`src/rtl/onehot_iter_if.sv`:
```
// Handshake bundle for onehot_iter: vector intake and one-hot beat output.
// Signal names are seen from the iterator's side (i_ = into it, o_ = out of it).
interface onehot_iter_if #(
  parameter int W = 8
);
  localparam int IW = $clog2(W);

  logic          i_vec_vld;
  logic [W-1:0]  i_vec;
  logic          o_vec_rdy;
  logic          o_oh_vld;
  logic [W-1:0]  o_oh;
  logic [IW-1:0] o_oh_idx;
  logic          o_oh_last;
  logic          i_oh_rdy;

  modport slave (
    input  i_vec_vld, i_vec, i_oh_rdy,
    output o_vec_rdy, o_oh_vld, o_oh, o_oh_idx, o_oh_last
  );

  modport master (
    output i_vec_vld, i_vec, i_oh_rdy,
    input  o_vec_rdy, o_oh_vld, o_oh, o_oh_idx, o_oh_last
  );
endinterface

```
`src/rtl/onehot_iter.sv`:
```
// Walks the set bits of an accepted vector, one one-hot beat per handshake.
// Optional macro ONEHOT_ITER_FLUSH_EN adds i_flush to abort the walk in progress.
module onehot_iter #(
  parameter int W         = 8,
  parameter bit LSB_FIRST = 1'b1
) (
  input  logic           clk,
  input  logic           arst_n,
`ifdef ONEHOT_ITER_FLUSH_EN
  input  logic           i_flush,
`endif
  onehot_iter_if.slave   bus
);
  localparam int           IW  = $clog2(W);
  localparam logic [W-1:0] ONE = W'(1);

  typedef enum logic {IDLE = 1'b0, BUSY = 1'b1} state_t;

  state_t        r_state;
  logic [W-1:0]  r_res;

  logic [W-1:0]  w_oh;
  logic [IW-1:0] w_idx;
  logic          w_last;
  logic          w_flush;
  logic          w_busy;

`ifdef ONEHOT_ITER_FLUSH_EN
  assign w_flush = i_flush;
`else
  assign w_flush = 1'b0;
`endif

  // Isolate the next bit to emit; MSB-first reuses the two's-complement trick on a reversed view.
  generate
    if (LSB_FIRST) begin : g_lsb
      assign w_oh = r_res & (~r_res + ONE);
    end else begin : g_msb
      logic [W-1:0] w_rev, w_pick;
      for (genvar g = 0; g < W; g++) begin : g_rev
        assign w_rev[g]     = r_res[W-1-g];
        assign w_oh[W-1-g]  = w_pick[g];
      end
      assign w_pick = w_rev & (~w_rev + ONE);
    end
  endgenerate

  always_comb begin
    w_idx = '0;
    for (int i = 0; i < W; i++)
      if (w_oh[i]) w_idx = w_idx | IW'(i);
  end

  assign w_last = (r_res != '0) && ((r_res & (r_res - ONE)) == '0);
  assign w_busy = (r_state == BUSY);

  assign bus.o_vec_rdy = !w_busy && !w_flush;
  assign bus.o_oh_vld  = w_busy;
  assign bus.o_oh      = w_busy ? w_oh   : '0;
  assign bus.o_oh_idx  = w_busy ? w_idx  : '0;
  assign bus.o_oh_last = w_busy ? w_last : 1'b0;

  // Flush wins over both the vector intake and the beat handshake.
  always_ff @(posedge clk or negedge arst_n) begin
    if (!arst_n) begin
      r_state <= IDLE;
      r_res   <= '0;
    end else if (w_flush) begin
      r_state <= IDLE;
      r_res   <= '0;
    end else begin
      case (r_state)
        IDLE: begin
          if (bus.i_vec_vld && bus.i_vec != '0) begin
            r_res   <= bus.i_vec;
            r_state <= BUSY;
          end
        end
        BUSY: begin
          if (bus.i_oh_rdy) begin
            r_res <= r_res & ~w_oh;
            if (w_last) r_state <= IDLE;
          end
        end
        default: begin
          r_state <= IDLE;
          r_res   <= '0;
        end
      endcase
    end
  end
endmodule

```
`src/flat_wrapper.sv`:
```
// flat-port wrapper written by rule: the top's interface ports become plain ports
module onehot_iter_flat 
#(
  parameter int W         = 8,
  parameter bit LSB_FIRST = 1'b1
)
  (clk, arst_n, bus_i_vec_vld, bus_i_vec, bus_i_oh_rdy, bus_o_vec_rdy, bus_o_oh_vld, bus_o_oh, bus_o_oh_idx, bus_o_oh_last);
  onehot_iter_if #(.W(W)) bus_i ();
  input  logic clk;
  input  logic arst_n;
  input wire logic [$bits(bus_i.i_vec_vld)-1:0] bus_i_vec_vld;
  input wire logic [$bits(bus_i.i_vec)-1:0] bus_i_vec;
  input wire logic [$bits(bus_i.i_oh_rdy)-1:0] bus_i_oh_rdy;
  output wire logic [$bits(bus_i.o_vec_rdy)-1:0] bus_o_vec_rdy;
  output wire logic [$bits(bus_i.o_oh_vld)-1:0] bus_o_oh_vld;
  output wire logic [$bits(bus_i.o_oh)-1:0] bus_o_oh;
  output wire logic [$bits(bus_i.o_oh_idx)-1:0] bus_o_oh_idx;
  output wire logic [$bits(bus_i.o_oh_last)-1:0] bus_o_oh_last;
  assign bus_i.i_vec_vld = bus_i_vec_vld;
  assign bus_i.i_vec = bus_i_vec;
  assign bus_i.i_oh_rdy = bus_i_oh_rdy;
  assign bus_o_vec_rdy = bus_i.o_vec_rdy;
  assign bus_o_oh_vld = bus_i.o_oh_vld;
  assign bus_o_oh = bus_i.o_oh;
  assign bus_o_oh_idx = bus_i.o_oh_idx;
  assign bus_o_oh_last = bus_i.o_oh_last;
  onehot_iter #(.W(W), .LSB_FIRST(LSB_FIRST)) u_core (.clk(clk), .arst_n(arst_n), .bus(bus_i));
endmodule
```
`config.mk`:
```
export PLATFORM = sky130hd
export DESIGN_NAME = onehot_iter_flat
export DESIGN_NICKNAME = d
export VERILOG_FILES = /design/src/rtl/onehot_iter_if.sv /design/src/rtl/onehot_iter.sv /design/src/flat_wrapper.sv
export SDC_FILE = /design/constraint.sdc
export NUM_CORES = 1
export LEC_CHECK = 0
export ABC_AREA = 1
export ABC_CLOCK_PERIOD_IN_PS = 1900
export BUFFER_PORTS_ARGS = -buffer_cell sky130_fd_sc_hd__buf_2
export CELL_PAD_IN_SITES_DETAIL_PLACEMENT = 1
export CELL_PAD_IN_SITES_GLOBAL_PLACEMENT = 2
export CORE_UTILIZATION = 24
export CTS_CLUSTER_SIZE = 25
export DETAILED_ROUTE_END_ITERATION = 8
export HOLD_SLACK_MARGIN = 0.02
export PLACE_DENSITY_LB_ADDON = 0.05
export REMOVE_ABC_BUFFERS = 1
export SYNTH_ARGS = -nofsm -noshare
export SYNTH_HDL_FRONTEND = slang
export SYNTH_SLANG_ARGS = --single-unit
```
`constraint.sdc`:
```
create_clock -name clk -period 1.9 [get_ports clk]
set_input_delay 0.57 -clock clk [delete_from_list [all_inputs] [get_ports clk]]
set_output_delay 0.57 -clock clk [all_outputs]
set_load 0.005 [all_outputs]
```
; Word-level counts from Yosys, hierarchy flattened
; Cells that the tools add are included.
[word_totals]
mem_bits_ro = 0
mem_bits_rw = 0
output_inout_bits = 14
ff_bits = 9
mem_count = 0
word_cells = 36
in_bits = 12
latchBits = 0
[op_classes]
add_sub_neg = 2
reduce_logical = 7
shifts = 0
multipliers = 0
bitwise = 6
div = 0
order_cmp = 0
muxes = 17
eq_ne = 2
[op_table]
columns = op, n
row1 = bitwise AND 8 bit, 3
row2 = 2-to-1 mux 8 bit, 3
row3 = NOT 8 bit, 2
row4 = one-hot mux 8 bit (2 select lines), 1
row5 = nonzero test 8 bit, 2
row6 = 2-to-1 mux 3 bit, 5
row7 = "adder 8 x 1 -> 8 bit, second input constant", 1
row8 = zero test 8 bit, 1
row9 = "subtractor 8 x 1 -> 8 bit, second input constant", 1
row10 = 2-to-1 mux 1 bit, 5
row11 = 2-to-1 mux 2 bit, 2
row12 = logical AND 1 bit, 2
row13 = "!= test 2 x 1 -> 1 bit, second input constant", 1
row14 = "!= test 2 bit, second input constant", 1
row15 = one-hot mux 1 bit (2 select lines), 1
row16 = AND reduction 2 bit, 1
row17 = zero test 1 bit, 1
row18 = NOT 1 bit, 1

; Logic depth before layout (Yosys ltp)
[depth]
word_depth = 11
depth_mapped = 9
mapped_depth_nobuf = 9

; Worst setup path after synthesis
; Ideal clock, no wire load.
[synth_path]
path_kind = register -> output
start = register u_core.r_res[0]
end = output port bus_o_oh_last
setup_slack_ns = 0.241
path_buffers = 0
arrival_time_ns = 1.089
required_ns = 1.330
path_stages_with_launch = 8
path_cell_list = dfrtp_1 -> nor2_4 -> nand2_2 -> nor2_2 -> nor2_1 -> nor2_2 -> nand3_1 -> nor2_1
[synth_between]
elab_chain_len = 5
elab_cells_between_ends = 6
cone_classes = 1 x add/sub / 1 x mux / 1 x bitwise / 3 x reduce/logical
[synth_rtl]
columns = item, line
row1 = "start, declared", onehot_iter.sv:20  ; logic [W-1:0] r_res;
row2 = "start signal, assigned", onehot_iter.sv:75  ; r_res <= bus.i_vec;
row3 = "start signal, assigned", onehot_iter.sv:81  ; r_res <= r_res & ~w_oh;
row4 = subtractor 8 x 1 -> 8 bit, onehot_iter.sv:54  ; assign w_last = (r_res != '0) && ((r_res & (r_res - ONE)) == '0);
row5 = bitwise AND 8 bit, onehot_iter.sv:54
row6 = zero test 8 bit, onehot_iter.sv:54
row7 = logical AND 1 bit (*), onehot_iter.sv:54
row8 = 2-to-1 mux 1 bit (*), onehot_iter.sv:61  ; assign bus.o_oh_last = w_busy ? w_last : 1'b0;
row9 = "end, declared", flat_wrapper.sv:18  ; output wire logic [$bits(bus_i.o_oh_last)-1:0] bus_o_oh_last;
; Mark *: on every way between the ends. The rest lies on a longest branch, timed or not.

; Worst setup path after layout
[layout_path]
start = register u_core.r_res[1]
end = output port bus_o_oh_last
; Same word-level chain as after synthesis.

==> results_tabular.tex <==
\begin{tabular}{lr}
\hline
Metric & Value \\
\hline
\multicolumn{2}{l}{\textbf{Outcome}} \\
\quad Result of the run & finished, violations left \\
\quad Failing checks & DRC, setup timing \\
\multicolumn{2}{l}{\textbf{Worst setup path}} \\
\quad R2R setup slack & 0.51 ns \\
\quad Data required time of the worst path & 1.33 ns \\
\quad Slowest stage delay, CP & 0.42 ns \\
\quad Startpoint types & flop \\
\quad Maximum fanout count along the critical path & 8 \\
\quad Data arrival time of the worst path & 1.59 ns \\
\quad Worst R2R Start & u\_core.bus.o\_oh\_vld\$\_DFF\_PN0\_ \\
\quad Cell family contributing the most delay on the critical path & simple AND/OR/NAND/NOR gates \\
\quad Reg-to-Reg End & u\_core.r\_res[6]\$\_DFFE\_PN0P\_ \\
\quad Cell with the largest stage delay on the worst path & dfrtp\_1 \\
\quad Critical path, cell by cell & nor2\_4, buf\_12, nand2\_4, nor2\_4, nor2\_2, nor2\_2, nand3\_1, nor2\_1, buf\_2 \\
\quad Worst R2R Path Depth & 6 \\
\quad Critical path endpoint category & output pin \\
\quad Worst path bufs/invs & 2 \\
\quad Worst setup path category & reg2out \\
\multicolumn{2}{l}{\textbf{Clock network}} \\
\quad Count of hold buffers inserted by post-cts repair & 0 \\
\quad Clock insertion delay at the later pin of the skew report & 0.27 ns \\
\quad CTS tree & done \\
\quad H-tree lvl count & 1 \\
\quad CTS buffer count & 3 \\
\quad Buffer type at the clock tree root & clkbuf\_4 \\
\quad Maximum clock insertion buffer count & 2 \\
\quad Sinks on Clock Net & 9 \\
\quad Reg clk slew, reported paths & 0.07 ns \\
\multicolumn{2}{l}{\textbf{Layout}} \\
\quad Number of cells in the finished layout apart from fillers & 186 \\
\quad Most common cell after layout, fill and taps aside & nand2\_1 \\
\quad Area overhead of the layout relative to synthesis & 44.3\% \\
\quad Share of final-layout standard cells stronger than drive strength 1 & 40.6\% \\
\quad Number of nets in the layout & 168 \\
\quad Antenna diode instance count & 0 \\
\quad Most frequent cells in the layout & 27 x nand2\_1, 25 x buf\_2, 16 x inv\_1 \\
\quad Final Cell Area & $\sim$0.0011 mm\^{}2 \\
\multicolumn{2}{l}{\textbf{STA}} \\
\quad Transition time at the pin with the least slew margin & roughly 0.26 ns \\
\quad Post-route minimum period & 2.16 ns \\
\quad Setup repair after global routing missed its margin & yes \\
\quad Final number of setup-violating endpoints & 7 \\
\quad Maximum achievable frequency & 0.464 GHz \\
\quad Worst max-slew margin expressed relative to the limit & 82.9\% \\
\quad Final setup slack of the worst path & -0.256 ns \\
\quad Final Max Slew Viols & 0 \\
\quad Period Utilization, post-route & 113\% \\
\quad Layout Skew & 0.00944 ns \\
\quad Final hold violations & 0 \\
\multicolumn{2}{l}{\textbf{Routing}} \\
\quad Number of DRC markers after the initial detailed-route iteration & 10 \\
\quad Top sig layer & met4 \\
\quad Number of vias in the routed layout & 871 \\
\quad Via density per instance & 4.68 \\
\quad Wire per inst & 13.1 um \\
\quad Met1 layer wirelength in the final routing & 1160 um \\
\quad Met3 routed WL & 85 um \\
\quad DR WL met2 & 1160 um \\
\quad Final antenna-violating net count & 0 \\
\quad Remaining routing DRC violations & 1 \\
\quad Sum of routed wire length over all layers & 2440 um \\
\quad Number of detailed-route iterations in the first pass & 5 \\
\multicolumn{2}{l}{\textbf{Power}} \\
\quad Share of total power in combinational logic & 72.2\% \\
\quad Leakage power total & 0.578 nW \\
\quad Clock group share of total power & 8.3\% \\
\quad Power density cells & between 1500 and 2000 mW/mm\^{}2 \\
\quad Sequential cell fraction of total power & roughly a fifth \\
\quad Worst voltage drop across the vdd grid & 496 uV \\
\quad Power Internal & 0.949 mW \\
\quad Total power after layout & $\sim$1.9 mW \\
\quad Proportion of total power due to net switching & 49.5\% \\
\quad Power dissipated by switching net loads & 0.931 mW \\
\multicolumn{2}{l}{\textbf{Synthesis}} \\
\quad Simple-gate portion of the synthesized area & 38.7\% \\
\quad Sequential-to-total area share from yosys stat & 30.4\% \\
\quad Synthesized-area fraction occupied by xor and xnor cells & 0\% \\
\quad Count of cell types in the netlist & 20 \\
\quad Number of synthesized register bits & 9 \\
\quad Mux share of post-synthesis cell area & 0\% \\
\quad Dominant combinational cell family by area after synthesis & simple AND/OR/NAND/NOR gates \\
\quad Share of the synthesized area in compound gates (AO/OA/AOI/OAI) & 17.9\% \\
\quad Mapped Area & 741 um\^{}2 \\
\quad Number of warnings printed during yosys synthesis & 0 \\
\quad Syn\_area\_per\_cell & 6.28 um\^{}2 \\
\quad Area share of fa/ha/maj cells after synthesis & 0\% \\
\quad Post-synthesis instance total & 118 \\
\multicolumn{2}{l}{\textbf{Global route}} \\
\quad Global-route wire length before repair & 3990 um \\
\quad Total global-route track usage & 16.4\% \\
\quad Global route overflow & 0 \\
\quad Number of global-route vias before repair & 856 \\
\quad Largest net degree at the start of global routing & 14 \\
\quad Antenna violations before repair & 0 \\
\multicolumn{2}{l}{\textbf{Floorplan}} \\
\quad Placeable core region & 0.00283 mm\^{}2 \\
\quad FP Rows & 19 \\
\quad I/O pin cnt & 26 \\
\quad Die Span Y & $\sim$58 um \\
\quad Die area & 0.00331 mm\^{}2 \\
\quad Die width & 57.6 um \\
\quad Initial cell density of the core & 26.2\% \\
\multicolumn{2}{l}{\textbf{Placed design}} \\
\quad Post-detail-place hpwl & 1810 um \\
\quad Placed instance count & 175 \\
\quad Port Buf Inserts & 25 \\
\quad Placer Congestion & 0.747 \\
\quad Placed Area & roughly 910 um\^{}2 \\
\multicolumn{2}{l}{\textbf{Hold path}} \\
\quad Type of the most critical hold path & in2async \\
\multicolumn{2}{l}{\textbf{Run}} \\
\quad Max Cap Viol & 0 \\
\hline
\end{tabular}
cell usage after synthesis:
cell / number / share of area, %
o21a_1: 1 / 1.0
inv_2: 1 / 0.51
nor2_4: 1 / 1.5
buf_2: 2 / 1.4
nor3_1: 2 / 1.4
o21bai_4: 1 / 2.5
o21ai_0: 13 / 8.8
dfrtp_1: 9 / 30
nand3_1: 7 / 4.7
o22ai_1: 1 / 0.85
nor2_2: 3 / 2.5
inv_1: 16 / 8.1
nand4_1: 2 / 1.7
nand2_2: 3 / 2.5
nand2_1: 30 / 15
o211ai_1: 1 / 1.0
nor2_1: 18 / 9.1
a21oi_1: 3 / 2.0
buf_6: 2 / 3.0
a31oi_1: 2 / 1.7
layout make-up:
type / count / area [um^2]
clock buffers: 3 / 22.5
clock inverters: 1 / 5.00
fillers: 384 / 1760
inverters: 17 / 66.3
multi-input cells: 88 / 483
flip-flops and latches: 9 / 225
well taps: 31 / 38.8
repair buffers: 37 / 228
cell families after synthesis:
logic type,after synthesis
AOI/OAI and AO/OA,22
buffers and inverters,21
DFF,9
and+or+nand+nor,66
flip-flops by register name, indices dropped and copies added (netlist names):
name / cells
u_core.bus.o_oh_vld: 1
u_core.r_res: 8
through the flow:
step | setup slack, ns | util [%] | setup TNS, ns | hold WS [ns]
after global placement | 0.0166 | 32.2 | 0 | 0.448
final | -0.256 | 37.8 | -1.27 | 0.149
after detailed placement | 0.00319 | 32.2 | 0 | 0.445
after floorplan | 0.241 | - | 0 | 0.274
after CTS | -0.263 | 34.9 | -1.32 | 0.144
after global routing | -0.402 | 37.8 | -2.27 | 0.152
power groups by stage:
stage	clock network [mW]	logic, mW	registers, mW
detailed placement	0	1.04	0.361
global placement	0	1.04	0.361
floorplan	0	0.635	0.364
global route	0.173	1.52	0.380
finish	0.156	1.36	0.366
CTS	0.164	1.15	0.354
worst reg2reg max path: stages (launching register included):
cell and delay [ns]:
dfrtp_1 0.38, inv_1 0.21, nand2_1 0.08, o21bai_4 0.20, nand2_2 0.21, o21ai_0 0.14
o21ai_0 0.08
timing repair:
action                                  4_1_cts  5_1_grt
gates resized for setup                       3       15
setup buffers                                 5        2
endpoints found under the setup margin        7        9
gates cloned                                  0        0
pin swaps                                     2        6
layer usage:
layer,vias to the layer above,global-route usage [%]
li1,449,-
met1,400,21.8
met2,18,25.9
met3,4,2.27
met4,0,8.36
met5,-,0
worst max path at each step:
| stage | start | end | slack (ns) | depth (start not counted) |
|---|---|---|---|---|
| floorplan | u_core.r_res[0]$_DFFE_PN0P_ | bus_o_oh_last | 0.24 | 7 |
| global placement | u_core.r_res[1]$_DFFE_PN0P_ | bus_o_oh_last | 0.02 | 8 |
| detailed placement | u_core.r_res[1]$_DFFE_PN0P_ | bus_o_oh_last | 0.003 | 8 |
| CTS | u_core.r_res[0]$_DFFE_PN0P_ | bus_o_oh_last | -0.26 | 8 |
| global route | u_core.r_res[3]$_DFFE_PN0P_ | bus_o_oh_last | -0.40 | 9 |
| finish | u_core.r_res[1]$_DFFE_PN0P_ | bus_o_oh_last | -0.26 | 9 |
(Power assumes the default switching activity.)
